===== config.mk =====
export PLATFORM = sky130hd
export DESIGN_NAME = isp_frame_ctrl
export DESIGN_NICKNAME = d
export VERILOG_FILES = /design/src/rtl/isp_pkg.sv /design/src/rtl/isp_xy_counter.sv /design/src/rtl/isp_frame_ctrl.sv
export SDC_FILE = /design/constraint.sdc
export NUM_CORES = 1
export LEC_CHECK = 0
export BUFFER_PORTS_ARGS = -buffer_cell sky130_fd_sc_hd__buf_2
export CAP_MARGIN = 10
export CORE_ASPECT_RATIO = 0.9
export CORE_UTILIZATION = 40
export DETAILED_ROUTE_END_ITERATION = 12
export PLACE_DENSITY_LB_ADDON = 0.15
export SYNTH_ARGS = -nofsm -noshare
export SYNTH_HDL_FRONTEND = slang
export SYNTH_SLANG_ARGS = --single-unit

===== constraint.sdc =====
create_clock -name HCLK -period 3.31 [get_ports HCLK]
set_clock_uncertainty 0.2 [all_clocks]
set_input_delay 0.8275 -clock HCLK [delete_from_list [all_inputs] [get_ports HCLK]]
set_output_delay 0.8275 -clock HCLK [all_outputs]
set_load 0.01 [all_outputs]

===== src/rtl/isp_pkg.sv =====
// Shared definitions for the ISP frame sequencer and its timing helpers.
package isp_pkg;

    localparam int PIX_W = 16;  // pixel word, 12-bit raw MSB-aligned
    localparam int XW    = 12;  // column counter / line width
    localparam int YW    = 12;  // row counter / frame height
    localparam int BW    = 8;   // horizontal-blank counter
    localparam int FCW   = 16;  // frame counter / frame limit

    typedef enum logic [1:0] {
        ST_IDLE   = 2'd0,
        ST_LINE   = 2'd1,
        ST_HBLANK = 2'd2,
        ST_FEND   = 2'd3
    } isp_state_e;

endpackage


===== src/rtl/isp_xy_counter.sv =====
// Column/row position counter with wrap and last-column/last-row flags.
// The counter wraps both coordinates back to 0 after the last pixel of a
// frame, so a back-to-back frame starts at the origin without extra logic.
module isp_xy_counter
    import isp_pkg::*;
(
    input  logic          clk_i,
    input  logic          rst_ni,
    input  logic          clear_i,     // force x=0,y=0 (wins over step_i)
    input  logic          step_i,      // advance by one pixel
    input  logic [XW-1:0] width_i,
    input  logic [YW-1:0] height_i,
    output logic [XW-1:0] x_o,
    output logic [YW-1:0] y_o,
    output logic          last_col_o,
    output logic          last_row_o
);

    logic [XW-1:0] x_q, x_d;
    logic [YW-1:0] y_q, y_d;

    assign last_col_o = (x_q == width_i - XW'(1));
    assign last_row_o = (y_q == height_i - YW'(1));
    assign x_o        = x_q;
    assign y_o        = y_q;

    // Next position: clear, or step with column wrap feeding the row.
    always_comb begin
        x_d = x_q;
        y_d = y_q;
        if (clear_i) begin
            x_d = '0;
            y_d = '0;
        end else if (step_i) begin
            if (last_col_o) begin
                x_d = '0;
                y_d = last_row_o ? '0 : y_q + YW'(1);
            end else begin
                x_d = x_q + XW'(1);
            end
        end
    end

    // Position registers.
    always_ff @(posedge clk_i or negedge rst_ni) begin
        if (!rst_ni) begin
            x_q <= '0;
            y_q <= '0;
        end else begin
            x_q <= x_d;
            y_q <= y_d;
        end
    end

endmodule


===== src/rtl/isp_frame_ctrl.sv =====
// Frame sequencer: pops pixels from an FWFT FIFO, frames them into lines and
// frames using shadowed geometry, inserts horizontal blanking between lines
// and counts completed frames.
//
// Handshake: the FIFO side is FWFT. fifo_rdata is valid whenever fifo_empty
// is low, and a word is consumed on every clock edge where fifo_rd is high;
// fifo_rd is only ever raised while fifo_empty is low. The pixel side has no
// backpressure: pix_data and the pix_* flags are meaningful only in cycles
// where pix_valid is high, and each pix_valid cycle carries exactly one pixel.
module isp_frame_ctrl
    import isp_pkg::*;
(
    input  logic             HCLK,
    input  logic             HRESETn,
    input  logic             cfg_enable,
    input  logic             cfg_abort,
    input  logic [XW-1:0]    cfg_width,
    input  logic [YW-1:0]    cfg_height,
    input  logic [BW-1:0]    cfg_hblank,
    input  logic [FCW-1:0]   cfg_nframes,
    input  logic             fifo_empty,
    input  logic [PIX_W-1:0] fifo_rdata,
    output logic             fifo_rd,
    output logic [PIX_W-1:0] pix_data,
    output logic             pix_valid,
    output logic             pix_sof,
    output logic             pix_eol,
    output logic             pix_eof,
    output logic [XW-1:0]    pix_x,
    output logic [YW-1:0]    pix_y,
    output logic             busy,
    output logic [FCW-1:0]   frames_cnt,
    output logic             frame_done,
    output logic             cfg_err,
    output isp_state_e       dbg_state
);

    isp_state_e       state_q;
    logic             busy_q;
    logic [XW-1:0]    width_q;
    logic [YW-1:0]    height_q;
    logic [BW-1:0]    hblank_q;
    logic [FCW-1:0]   nframes_q;
    logic [BW-1:0]    bcnt_q;
    logic [FCW-1:0]   frames_cnt_q;
    logic             frame_done_q;
    logic             cfg_err_q;

    logic [PIX_W-1:0] pix_data_q;
    logic             pix_valid_q;
    logic             pix_sof_q;
    logic             pix_eol_q;
    logic             pix_eof_q;
    logic [XW-1:0]    pix_x_q;
    logic [YW-1:0]    pix_y_q;

    logic [XW-1:0]    x;
    logic [YW-1:0]    y;
    logic             last_col;
    logic             last_row;
    logic             fifo_rd_w;
    logic             geom_ok;
    logic [FCW-1:0]   frames_nxt;
    logic             run_on;
    logic             xy_clear;

    // Pop whenever a line is in progress and the FIFO has a word.
    assign fifo_rd_w  = (state_q == ST_LINE) && !fifo_empty;
    assign geom_ok    = (cfg_width != '0) && (cfg_height != '0);
    assign frames_nxt = frames_cnt_q + FCW'(1);
    assign run_on     = cfg_enable && ((nframes_q == '0) || (frames_nxt != nframes_q));
    // Counter restarts at every frame start (from IDLE or back-to-back).
    assign xy_clear   = !cfg_abort &&
                        (((state_q == ST_IDLE) && cfg_enable && geom_ok) ||
                         ((state_q == ST_FEND) && run_on));

    isp_xy_counter u_xy (
        .clk_i      (HCLK),
        .rst_ni     (HRESETn),
        .clear_i    (xy_clear),
        .step_i     (fifo_rd_w),
        .width_i    (width_q),
        .height_i   (height_q),
        .x_o        (x),
        .y_o        (y),
        .last_col_o (last_col),
        .last_row_o (last_row)
    );

    // Frame FSM with shadow geometry, blank counter, frame counter and status.
    always_ff @(posedge HCLK or negedge HRESETn) begin
        if (!HRESETn) begin
            state_q      <= ST_IDLE;
            busy_q       <= 1'b0;
            width_q      <= '0;
            height_q     <= '0;
            hblank_q     <= '0;
            nframes_q    <= '0;
            bcnt_q       <= '0;
            frames_cnt_q <= '0;
            frame_done_q <= 1'b0;
            cfg_err_q    <= 1'b0;
        end else begin
            frame_done_q <= 1'b0;
            if (!cfg_enable) begin
                cfg_err_q <= 1'b0;
            end
            if (cfg_abort) begin
                state_q <= ST_IDLE;
                busy_q  <= 1'b0;
            end else begin
                case (state_q)
                    ST_IDLE: begin
                        if (cfg_enable) begin
                            if (geom_ok) begin
                                width_q      <= cfg_width;
                                height_q     <= cfg_height;
                                hblank_q     <= cfg_hblank;
                                nframes_q    <= cfg_nframes;
                                frames_cnt_q <= '0;
                                state_q      <= ST_LINE;
                                busy_q       <= 1'b1;
                            end else begin
                                cfg_err_q <= 1'b1;
                            end
                        end
                    end
                    ST_LINE: begin
                        if (fifo_rd_w && last_col) begin
                            if (last_row) begin
                                state_q <= ST_FEND;
                            end else if (hblank_q != '0) begin
                                state_q <= ST_HBLANK;
                                bcnt_q  <= hblank_q - BW'(1);
                            end
                        end
                    end
                    ST_HBLANK: begin
                        if (bcnt_q == '0) begin
                            state_q <= ST_LINE;
                        end else begin
                            bcnt_q <= bcnt_q - BW'(1);
                        end
                    end
                    ST_FEND: begin
                        frames_cnt_q <= frames_nxt;
                        frame_done_q <= 1'b1;
                        if (run_on) begin
                            width_q   <= cfg_width;
                            height_q  <= cfg_height;
                            hblank_q  <= cfg_hblank;
                            nframes_q <= cfg_nframes;
                            state_q   <= ST_LINE;
                        end else begin
                            state_q <= ST_IDLE;
                            busy_q  <= 1'b0;
                        end
                    end
                    default: begin
                        state_q <= ST_IDLE;
                        busy_q  <= 1'b0;
                    end
                endcase
            end
        end
    end

    // One-cycle output pipeline; flags are gated by the pop so they are 0 when not valid.
    always_ff @(posedge HCLK or negedge HRESETn) begin
        if (!HRESETn) begin
            pix_data_q  <= '0;
            pix_valid_q <= 1'b0;
            pix_sof_q   <= 1'b0;
            pix_eol_q   <= 1'b0;
            pix_eof_q   <= 1'b0;
            pix_x_q     <= '0;
            pix_y_q     <= '0;
        end else begin
            pix_data_q  <= fifo_rdata;
            pix_valid_q <= fifo_rd_w;
            pix_sof_q   <= fifo_rd_w && (x == '0) && (y == '0);
            pix_eol_q   <= fifo_rd_w && last_col;
            pix_eof_q   <= fifo_rd_w && last_col && last_row;
            pix_x_q     <= x;
            pix_y_q     <= y;
        end
    end

    assign fifo_rd    = fifo_rd_w;
    assign pix_data   = pix_data_q;
    assign pix_valid  = pix_valid_q;
    assign pix_sof    = pix_sof_q;
    assign pix_eol    = pix_eol_q;
    assign pix_eof    = pix_eof_q;
    assign pix_x      = pix_x_q;
    assign pix_y      = pix_y_q;
    assign busy       = busy_q;
    assign frames_cnt = frames_cnt_q;
    assign frame_done = frame_done_q;
    assign cfg_err    = cfg_err_q;
    assign dbg_state  = state_q;

endmodule


==> summary.md <==
| Metric | Value |
|---|---|
| Via/cell ratio | 5.336 |
| Port-buffer cells | 134 |
| PwrDens | 751.7 nW/um2 |
| CORE AREA | 18640 um2 |
| Setup ws final | 140.4 ps |
| Final Critical Period | 3170 ps |
| Via count | 6232 |
| Setup_tns | 0 ps |
| Routability cong. | 0.8415 |
| Post-DP HPWL | 14600 um |
| Top cell type's share of synthesized area | 47.13% |
| Antenna-violating nets left | 0 |
| Die width | 148.2 um |
| Proportion of layout cells with a drive suffix above 1 | 29.79% |
| Drt pass-1 iters | 4 |
| Worst r2r dst | hblank_q[3] |
| Rows | 47 |
| DR iter-0 viols | 427 |
| RSZ-0062 raised after global routing | yes |
| Clk_lat worst skew | 430 ps |
| Hold Path Class | in -> async |
| Min Hold Slack | 128.7 ps |
| Outcome | complete, no violations |
| Critical path's top delay family | compound AO/OA/AOI/OAI gates |
| Clock Pin Slew Worst Setup and Hold Paths | 60 ps |
| I/O pin total | 135 |
| CP endpoint kind | flip-flop |
| Synthesized Nets | 821 |
| Placed cell area | 8885 um2 |
| Clock sinks | 145 |
| Number of global-route vias before repair | 5901 |
| Placed Cells incl. Taps | 1136 |
| Starting Density | 41.30% |
| Total CTS buffers | 17 |
| Count leader, synth | dfrtp_1 |
| Maximum vdd drop | 358.6 uV |
| Ant diodes | 0 |
| # hold bufs at CTS | 0 |
| Number of synthesized flops with an enable pin | 0 |
| WP data arrival | 3280 ps |
| Fmax achieved | 0.3155 GHz |
| DIE AREA | 19810 um2 |
| CP Buf/Inv Count | 2 |
| GRT Residual Overflow | 0 |
| Critical Path, Cell by Cell | nand4_2, buf_4, or3_1, a2111oi_0, a211o_1, a41oi_2, o21a_2, buf_12, mux2_4 |
| Nets | 993 |
| CP required | 3420 ps |
| Post-Syn Area | 7699 um2 |
| Sequential fraction of the synthesis area | 47.13% |
| Die H | 133.6 um |
| Largest area contributor in the netlist | dfrtp_1 |
| Syn Inst Count | 739 |
| Worst Setup Start Kind | flip-flop |
| Final WL | 19890 um |
| Worst Tran Pin Value | 565.8 ps |
| Max-slew violations | 0 |
| Kind of critical path | reg -> reg |
| CTS tree | built |
| Fillers | 1683 |
| Post-Syn Area per Cell | 10.42 um2 |
| H-tree depth | 4 |
| Hold Vio Cnt, Final | 0 |
| Largest cells by area after synthesis | dfrtp_1, mux2_4, xnor2_1 |
| YS warnings | 0 |
| Dpl ws | 48.70 ps |
| Crit Reg-Reg Startpoint | frames_cnt[2] |
| # Max-Cap Violations | 0 |
| Final std cells w/o fill | 1168 |
| Cell depth of the worst setup path | 9 |
| Root buffer cell | clkbuf_16 |
| Netlist cell types | 71 |
| Initial antenna violation count | 0 |
| First-pass GRT wire length | 31930 um |
| Avg WL per Cell | 17.03 um |
| Asr flop ratio synth | 100.0% |
| Post-layout instance area | 9562 um2 |
| Slew headroom | 61.80% |
| Register area | 3630 um2 |
| # DRC | 0 |
| Slowest-stage cell, CP | dfrtp_1 |
| Synthesis-to-finish area growth | 24.20% |
| Final period utilization | 95.76% |
| Total GRT Usage | 20.89% |
| Synthesized flop and latch total | 145 |
| Setup violations, final | 0 |
| Post-synth top flop | dfrtp_1 |
| Combined area of the multi-input logic cells | 3829 um2 |
| Pin count of the biggest net entering global routing | 52 |
| Commonest cells post-synth | dfrtp_1, nand2_1, nor2_1 |
| Reg2reg path depth | 9 |
| Crit-path max cell delay | 470 ps |
| Clk buf depth | 2 |
| R2r setup slk | 140 ps |
| CP Max Fanout | 35 |
| Static Leak | 0.004412 uW |
-- state kept, by name (all words and copies together), names as in the netlist, 2 cells and up --
name,flops
hblank_q,8
u_xy.y_o,12
frames_cnt,16
dbg_state,2
pix_y,12
width_q,12
height_q,12
pix_x,12
u_xy.x_o,12
nframes_q,16
bcnt_q,8
pix_data,16
-- routing by layer --
metal / track usage, % / wire [um] / up-vias
met5: 0 / 0 / -
met4: 5.498 / 199 / 0
met3: 5.479 / 1129 / 23
met2: 31.06 / 8864 / 174
met1: 29.95 / 9701 / 3004
li1: - / - / 3031
-- cell usage in the layout (no fill, tap or decap), drive strengths merged, types with 21 or more instances in the layout --
cell    instances
buf           184
o21ai          41
a21oi          28
nor2           57
xnor2          32
nand2          58
xor2           25
nor4           30
nor3           28
dfrtp         145
mux2           45
nand3          21
clkbuf         22
inv            21
-- per-stage QoR --
| stage | power, uW | utilization [%] |
|---|---|---|
| after global routing | 7629 | 51.29 |
| final | 7187 | 51.29 |
| after detailed placement | 5115 | 47.66 |
| after CTS | 7197 | 50.99 |
| after floorplan | 4448 | - |
| after global placement | 5092 | 47.66 |
-- where the power goes --
| part | internal, uW | switching, uW | leakage, uW |
|---|---|---|---|
| clock | 1300 | 755 | 0.000304 |
| sequential | 2170 | 487 | 0.00187 |
| combinational | 1280 | 1200 | 0.00224 |
-- cells by family (layout without fill, tap and decap cells) --
family,count (synthesis),count (layout),synth area share [%]
and+or+nand+nor,287,287,19.76
DFF,145,145,47.13
AOI/OAI and AO/OA,132,132,11.44
xor gates and xnor gates,57,57,6.485
buffers and inverters,53,237,3.722
muxes,51,51,9.215
adders and majority gates,14,14,2.243
-- worst max-delay path by stage --
stage	slack [ps]	start	end
final	140	frames_cnt[2]	hblank_q[3]
after floorplan	50	width_q[2]	bcnt_q[0]
after CTS	40	height_q[0]	dbg_state[0]
after global routing	-20	height_q[3]	bcnt_q[0]
after detailed placement	50	cfg_height[3]	hblank_q[7]
after global placement	110	height_q[0]	dbg_state[0]
-- final cells by class --
cell class              count  area share, %
multi-input cells         541          40.04
flip-flops and latches    145          37.96
repair buffers            184          11.44
well taps                 245          3.206
clock inverters             9          1.636
inverters                  22         0.8636
clock buffers              22          4.855
-- what timing repair did --
action	4_1_cts	5_1_grt
setup endpoints to repair	0	40
buffers inserted	0	1
resized for setup	0	11
No activity file was read; power rests on OpenSTA's default activity.
